[src/rtl/instr_cache_pkg.sv]
// Shared types and address-field helpers for the direct-mapped instruction cache.
package instr_cache_pkg;

    typedef enum logic [1:0] {
        IDLE = 2'd0,
        REQ  = 2'd1,
        FILL = 2'd2
    } cache_state_t;

    localparam logic [31:0] NOP_INSTR_DEFAULT = 32'h0000_0013;

    function automatic int off_bits(input int words_per_line);
        return $clog2(words_per_line);
    endfunction

    function automatic int idx_bits(input int num_lines);
        return $clog2(num_lines);
    endfunction

    // Byte-offset bits (2) are not part of the tag, index or word offset.
    function automatic int tag_bits(input int addr_width, input int num_lines, input int words_per_line);
        return addr_width - 2 - off_bits(words_per_line) - idx_bits(num_lines);
    endfunction

endpackage

[src/rtl/instr_cache_fill_ctrl.sv]
// Refill sequencer: latches the missing line address, runs the memory handshake
// and counts refill beats; a flush during a refill poisons the line being fetched.
//
//  state | meaning
//  IDLE  | lookups served from the arrays; a miss (without flush) starts a refill
//  REQ   | mem_req_o held with the latched line address until mem_ready_i
//  FILL  | one data-array write per mem_rvalid_i beat until the line is complete
module instr_cache_fill_ctrl
    import instr_cache_pkg::*;
#(
    parameter int ADDR_WIDTH     = 32,
    parameter int WORDS_PER_LINE = 4,
    localparam int OFFB          = off_bits(WORDS_PER_LINE)
) (
    input  logic                  clk_i,
    input  logic                  rst_n_i,
    input  logic                  miss_i,
    input  logic                  flush_i,
    input  logic [ADDR_WIDTH-1:0] line_addr_i,
    input  logic                  mem_ready_i,
    input  logic                  mem_rvalid_i,
    output logic                  mem_req_o,
    output logic [ADDR_WIDTH-1:0] mem_addr_o,
    output logic                  rep_en_o,
    output logic [OFFB-1:0]       beat_o,
    output logic                  start_o,
    output logic                  line_done_o,
    output logic                  set_valid_o
);

    cache_state_t          state;
    logic [OFFB-1:0]       beat_cnt;
    logic [ADDR_WIDTH-1:0] lat_addr;
    logic                  poison;
    logic                  last_beat;

    assign last_beat   = (beat_cnt == OFFB'(WORDS_PER_LINE - 1));
    assign start_o     = (state == IDLE) && miss_i && !flush_i;
    assign rep_en_o    = (state == FILL) && mem_rvalid_i;
    assign line_done_o = rep_en_o && last_beat;
    // A flush landing on the final beat must also leave the line invalid.
    assign set_valid_o = line_done_o && !poison && !flush_i;
    assign mem_req_o   = (state == REQ);
    assign mem_addr_o  = lat_addr;
    assign beat_o      = beat_cnt;

    always_ff @(posedge clk_i or negedge rst_n_i) begin
        if (!rst_n_i) begin
            state    <= IDLE;
            beat_cnt <= '0;
            lat_addr <= '0;
            poison   <= 1'b0;
        end else begin
            case (state)
                IDLE: begin
                    if (start_o) begin
                        state    <= REQ;
                        lat_addr <= line_addr_i;
                        poison   <= 1'b0;
                    end
                end
                REQ: begin
                    if (flush_i) begin
                        poison <= 1'b1;
                    end
                    if (mem_ready_i) begin
                        state    <= FILL;
                        beat_cnt <= '0;
                    end
                end
                FILL: begin
                    if (flush_i) begin
                        poison <= 1'b1;
                    end
                    if (rep_en_o) begin
                        if (last_beat) begin
                            state    <= IDLE;
                            beat_cnt <= '0;
                        end else begin
                            beat_cnt <= beat_cnt + 1'b1;
                        end
                    end
                end
                default: state <= IDLE;
            endcase
        end
    end

endmodule

[src/rtl/instr_cache_dm.sv]
// Direct-mapped instruction cache: tag/valid/data arrays with a zero-latency hit
// path; misses stall fetch while instr_cache_fill_ctrl refills one line.
module instr_cache_dm
    import instr_cache_pkg::*;
#(
    parameter int          NUM_LINES      = 16,
    parameter int          WORDS_PER_LINE = 4,
    parameter int          ADDR_WIDTH     = 32,
    parameter logic [31:0] NOP_INSTR      = NOP_INSTR_DEFAULT
) (
    input  logic                  clk_i,
    input  logic                  rst_n_i,
    input  logic [ADDR_WIDTH-1:0] addr,
    input  logic                  flush_i,
    output logic [31:0]           rd_o,
    output logic                  instr_miss_f_o,
    output logic                  instr_cache_rep_en_o,
    output logic                  mem_req_o,
    output logic [ADDR_WIDTH-1:0] mem_addr_o,
    input  logic                  mem_ready_i,
    input  logic                  mem_rvalid_i,
    input  logic [31:0]           mem_rdata_i
);

    localparam int OFFB = off_bits(WORDS_PER_LINE);
    localparam int IDXB = idx_bits(NUM_LINES);
    localparam int TAGB = tag_bits(ADDR_WIDTH, NUM_LINES, WORDS_PER_LINE);
    localparam int TAG_LSB = OFFB + IDXB + 2;

    logic [OFFB-1:0]       offset;
    logic [IDXB-1:0]       index;
    logic [TAGB-1:0]       tag;
    logic [ADDR_WIDTH-1:0] line_addr;
    logic [IDXB-1:0]       fill_index;
    logic [TAGB-1:0]       fill_tag;

    logic [NUM_LINES-1:0]  valid_q;
    logic [TAGB-1:0]       tag_arr  [NUM_LINES];
    logic [31:0]           data_arr [NUM_LINES][WORDS_PER_LINE];

    logic                  hit;
    logic [OFFB-1:0]       beat;
    logic                  start;
    logic                  line_done;
    logic                  set_valid;
    logic                  unused_addr_bits;

    assign offset    = addr[OFFB+1:2];
    assign index     = addr[TAG_LSB-1:OFFB+2];
    assign tag       = addr[ADDR_WIDTH-1:TAG_LSB];
    assign line_addr = {addr[ADDR_WIDTH-1:OFFB+2], {(OFFB+2){1'b0}}};

    // The refill target is taken from the latched request address, not the live PC.
    assign fill_index = mem_addr_o[TAG_LSB-1:OFFB+2];
    assign fill_tag   = mem_addr_o[ADDR_WIDTH-1:TAG_LSB];

    assign unused_addr_bits = ^{addr[1:0], mem_addr_o[OFFB+1:0]};

    assign hit            = valid_q[index] && (tag_arr[index] == tag);
    assign instr_miss_f_o = !hit;
    assign rd_o           = hit ? data_arr[index][offset] : NOP_INSTR;

    instr_cache_fill_ctrl #(
        .ADDR_WIDTH     (ADDR_WIDTH),
        .WORDS_PER_LINE (WORDS_PER_LINE)
    ) u_fill_ctrl (
        .clk_i        (clk_i),
        .rst_n_i      (rst_n_i),
        .miss_i       (instr_miss_f_o),
        .flush_i      (flush_i),
        .line_addr_i  (line_addr),
        .mem_ready_i  (mem_ready_i),
        .mem_rvalid_i (mem_rvalid_i),
        .mem_req_o    (mem_req_o),
        .mem_addr_o   (mem_addr_o),
        .rep_en_o     (instr_cache_rep_en_o),
        .beat_o       (beat),
        .start_o      (start),
        .line_done_o  (line_done),
        .set_valid_o  (set_valid)
    );

    // The victim line is invalidated as soon as its refill starts so no lookup
    // can hit on a half-overwritten line under its old tag.
    always_ff @(posedge clk_i or negedge rst_n_i) begin
        if (!rst_n_i) begin
            valid_q <= '0;
        end else if (flush_i) begin
            valid_q <= '0;
        end else begin
            if (start) begin
                valid_q[index] <= 1'b0;
            end
            if (set_valid) begin
                valid_q[fill_index] <= 1'b1;
            end
        end
    end

    always_ff @(posedge clk_i) begin
        if (instr_cache_rep_en_o) begin
            data_arr[fill_index][beat] <= mem_rdata_i;
        end
        if (line_done) begin
            tag_arr[fill_index] <= fill_tag;
        end
    end

endmodule

[config.mk]
export PLATFORM = sky130hd
export DESIGN_NAME = instr_cache_dm
export DESIGN_NICKNAME = d
export VERILOG_FILES = /design/src/rtl/instr_cache_pkg.sv /design/src/rtl/instr_cache_fill_ctrl.sv /design/src/rtl/instr_cache_dm.sv
export SDC_FILE = /design/constraint.sdc
export NUM_CORES = 2
export LEC_CHECK = 0
export CORE_MARGIN = 8
export CORE_UTILIZATION = 65
export CTS_CLUSTER_DIAMETER = 200
export DETAILED_ROUTE_END_ITERATION = 10
export GPL_ROUTABILITY_DRIVEN = 0
export PLACE_DENSITY = 0.82
export REMOVE_ABC_BUFFERS = 1
export SYNTH_ARGS = -nofsm -noshare
export SYNTH_HDL_FRONTEND = slang
export SYNTH_SLANG_ARGS = --single-unit
[constraint.sdc]
create_clock -name clk_i -period 9.6 [get_ports clk_i]
set_input_delay 2.4 -clock clk_i [delete_from_list [all_inputs] [get_ports clk_i]]
set_output_delay 2.4 -clock clk_i [all_outputs]
set_load 0.005 [all_outputs]
# Word level (Yosys, flattened, before mapping)
# Memories as Yosys holds them, arrays and structs flattened.
# Index checks and enable logic that the tools add are counted.
# totals
rom_bits,0
register_bits,49
ram_bits,2432
latch_bits,0
mem_count,2
word_cells,82
# memory_table
name,words,width,read_ports,rd_clocked_by_memory_dff,wr,line_no,text
data_arr,16,128,1,0,1,instr_cache_dm.sv:39,logic [31:0] data_arr [NUM_LINES][WORDS_PER_LINE];
tag_arr,16,24,1,0,1,instr_cache_dm.sv:38,logic [TAGB-1:0] tag_arr [NUM_LINES];
# op_classes
multipliers,0
n_div,0
add_sub_neg,1
magnitude_cmp,7
shift,0
reduce_logical,21
muxes,32
n_bitwise,5
eq_ne,9
# ops
cell,n
128-bit two-way mux,1
32-bit two-way mux,4
32-bit binary-select mux with 2-bit select,1
32-bit demux with 2-bit select,1
16-bit two-way mux,4
24-bit == test,1
16-bit AND,1
16-bit inverter,1
16-bit OR,1
2-bit two-way mux,7
1-bit logical AND,10
"4-bit by 5-bit < comparator with 1-bit output, second input constant",2
1-bit demux with 4-bit select,2
"4-bit by 1-bit >= comparator with 1-bit output, second input constant",2
1-bit two-way mux,8
"2-bit by 1-bit != test with 1-bit output, second input constant",4
"3-bit >= comparator, second input constant",2
2-bit inverter with 3-bit output,2
2-bit case mux with 3 select lines,1
3-bit AND reduction,2
1-bit binary-select mux with 4-bit select,1
"2-bit == test, second input constant",2
2-bit case mux with 2 select lines,1
4-bit AND reduction,1
10 further kinds,13

# Depth between registers and ports, before layout
# logic_depth
ltp_word,11
depth_mapped,14
mapped_depth_nobuf,8

# Cells and area by module
# A second synthesis with hierarchy kept.
# hier_totals
hier_cells,4549
area_unflattened_um2,97111.9
# modules_own_cells
mod,cells_each,n_inst,area_each_um2,seq_area_each_um2
instr_cache_dm,4440,1,95527.9,73430.4
instr_cache_fill_ctrl,109,1,1584.0,925.9

# Least setup slack after synthesis
# OpenSTA, ideal clock, no wires.
# synth_timing
kind,input to output
from,input port addr[5]
to,output port rd_o[10]
path_slack_ns,2.055
n_path_buf,7
t_required_ns,7.200
arrival_ns,5.145
path_stages,11
cell_sequence,buf_6 buf_6 buf_6 buf_4 buf_2 clkbuf_1 clkbuf_1 mux4_2 mux4_2 mux4_2 nor2b_1
# synth_via
elab_chain_cells,5
# synth_rtl
element,line_no,text
start: declaration,instr_cache_dm.sv:13,"input logic [ADDR_WIDTH-1:0] addr,"
memory 16 x 128 bit,--,
32-bit binary-select mux with 2-bit select,instr_cache_dm.sv:61,assign rd_o = hit ? data_arr[index][offset] : NOP_INSTR;
32-bit two-way mux (implied by the code) (2 in a row),instr_cache_dm.sv:61,
32-bit two-way mux *,instr_cache_dm.sv:61,
end: declaration,instr_cache_dm.sv:15,"output logic [31:0] rd_o,"
# Mark *: on every way between the ends. The rest lies on a longest branch, timed or not. The select of a mux whose other input is x is not followed.

# Final worst setup path
# layout_timing
from,input port addr[7]
to,output port rd_o[16]
# Same word-level chain as after synthesis.

==> metrics <==
fin util=0.7288; DRT Pass-1 Iters=6; I/O Pins=136; later-pin clock latency in the skew report=slightly below 900 ps; Relative slew margins=0.1283; post-synth top area cell=edfxtp_1; wire per inst=40.71 um; Mapped Area=slightly below 100000 um2; initial antenna violation count=24; global-route wire length before repair=~370000 um; final setup violation count=0; synth cell count leaders=edfxtp_1, mux4_2, buf_2; post-route clock skew=30.44 ps; sequential share of the synthesized area=0.7729; Initial Utilization=0.6522; DRC errors left=0; Max Root-Sink Buffers=3; measured slew at the worst slew-check pin=1308 ps; largest net degree at the start of global routing=123; DPL Wire Length=roughly 120000 um; hold path startpoint=valid_q[10]$_DFF_PN0_; Gate Count Post-Synth=about 4000; Worst Hold End=valid_q[10]$_DFF_PN0_; fillers=7241; overall routing resource usage=0.3228; total setup buffers inserted after CTS=0; clock-pin transition on the worst setup and hold timing paths=60 ps; die width=400.4 um; hold-critical path depth=2; Critical Path End Type=primary output; RSZ-0062 raised after global routing=false; Die ar.=160400 um2; Nets=4343; status=completed; CP max FO=a little under 90; via count=47997; Max Slew Vio Count=0; #FFs+latches synth=2481; Min Hold Slack=between 500 and 600 ps; CTS tree=yes; Synth Flop Type=edfxtp_1; post-synth top area share=0.7602; startpoint class of the critical path=primary input; Overflow after GRT=0; Critical Path RT=between 7000 and 8000 ps; f_max=~110 MHz; CTS Buf Count=around 230; r2r setup slk=5470 ps; via count of the first global-routing pass=49477; layout cells sized above 1=0.3023; average instance area after synthesis=24.01 um2; Area contributors post-synth=edfxtp_1, mux4_2, dfrtp_1; RR Startpoint=tag_arr[6][15]$_DFFE_PP_; top-count cell post-synth=edfxtp_1; chip height=400.4 um; post-route cell area=107400 um2; Area after DPL=100000 um2; crit path kind=primary input to primary output; Peak supply drop=roughly 0.24 mV; asr flop ratio synth=0.01975; Reg2Reg Capture Point=u_fill_ctrl.mem_addr_o[10]$_DFFE_PN0P_; overall routed net length=260200 um; CP arrival=6690 ps; leak pwr=33.39 nW; Root Buffer=clkbuf_16; P&R area growth vs syn=11.74%; R2R cell count=9; Post-synth EDFFs=2432; CTS Sinks=2481; Synth cell types=70; Tmin final=9088 ps; PortBufs=129; Fin. Hold Viols=0; hold_buf cts=0; YS warnings=0; via/cell ratio=7.508; CTS H-tree depth=4; Initial DRC Count=7986; min-delay worst type=register to register; CTS resizes=0; power per cell area=217.3 nW/um2; Post-DRT Antenna Nets=0; max-cap violation count=0; Placement Rows=141; fin crit share=0.9466; Core Box Area=between 100000 and 150000 um2; Setup TNS=0 ps
-- through the flow --
step                      worst slack, ps  power [mW]  std cells
after detailed placement            691.6       14.34       5967
after floorplan                      2106       13.39       3789
final                               512.2       23.33       6393
after CTS                           591.5       23.31       6389
after global placement              776.3       14.25       5967
after global routing                368.3       23.80       6390
-- power breakdown --
| part | total (mW) | switching (mW) | internal, mW |
|---|---|---|---|
| Combinational | 1.64 | 0.968 | 0.671 |
| Sequential | 12.6 | 0.315 | 12.3 |
| Clock | 9.09 | 4.07 | 5.03 |
-- worst max path at each step --
stage | from | end | slack [ps]
floorplan | addr[4] | rd_o[0] | 2110
global placement | addr[7] | rd_o[16] | 780
detailed placement | addr[7] | rd_o[16] | 690
CTS | addr[7] | rd_o[16] | 590
global route | addr[7] | rd_o[16] | 370
finish | addr[7] | rd_o[16] | 510
-- cell usage in the layout (no fill, tap or decap), drive strengths merged, types with 5 or more instances in the layout --
master         synthesis  layout
nand4                  6       6
mux2                  60      60
mux4                 736     736
ha                     8       8
mux2i                 66      66
nor2                  95      95
nor2b                 42      42
nor3                  26      26
xor2                   5       5
edfxtp              2432    2432
clkbuf                53     295
clkinv                 0      97
nor4                   7       7
o32ai                 10      10
or2                    5       5
a21oi                 15      15
a22oi                 23      23
nand2b                 5       5
clkdlybuf4s50          0      90
inv                   23      33
xnor2                 13      13
nand3                 23      23
a211oi                20      20
nor3b                  5       5
buf                  162     158
dfrtp                 49      49
o22ai                 19      19
a221oi                 6       6
bufinv                 0      18
nand2                 28      28
o21ai                  6       6
-- logic make-up (layout without fill, tap and decap cells) --
logic type / count (synthesis) / count (layout) / synth area share
flip-flops: 2481 / 2481 / 0.7729
multiplexers: 862 / 862 / 0.1873
AND/OR/NAND/NOR: 264 / 264 / 0.01401
buffers and inverters: 238 / 693 / 0.01275
AO/OA/AOI/OAI: 129 / 129 / 0.01022
XOR/XNOR: 18 / 18 / 0.001641
adder cells (fa/ha/maj): 8 / 8 / 0.001042
other: 1 / 8 / 0.00003903
-- routing by layer --
| metal | track usage | wire (um) |
|---|---|---|
| met1 | 0.4196 | 84680 |
| met2 | 0.5269 | 128200 |
| met3 | 0.07879 | 33520 |
| met4 | 0.1442 | 13680 |
| met5 | 0 | 136 |
-- registers in the layout (all words and copies together) (netlist names) --
register	cells
u_fill_ctrl.poison	1
tag_arr	384
u_fill_ctrl.beat_o	2
data_arr	2048
valid_q	16
u_fill_ctrl.mem_addr_o	28
u_fill_ctrl.state	2
-- worst max-delay path: stages --
cell,delay (ps)
buf_8,580
buf_12,510
mux4_2,410
nor4b_1,290
nor4_1,120
nand3_1,220
nand3_1,140
nor4_2,400
nand3_2,90
buf_4,360
nor2b_1,400
clkdlybuf4s50_1,580
-- area by class of cell --
type | instances | area (um2) | area share
Clock inverter | 127 | 1117 | 0.01041
Timing Repair Buffer | 248 | 2180 | 0.02030
Antenna cell | 4 | 10.01 | 0.00009324
Multi-Input combinational cell | 1285 | 21090 | 0.1964
Sequential cell | 2481 | 74260 | 0.6917
Clock buffer | 295 | 6203 | 0.05779
Inverter | 23 | 86.33 | 0.0008042
Tap cell | 1930 | 2415 | 0.02249
No activity file was read; power rests on OpenSTA's default activity.
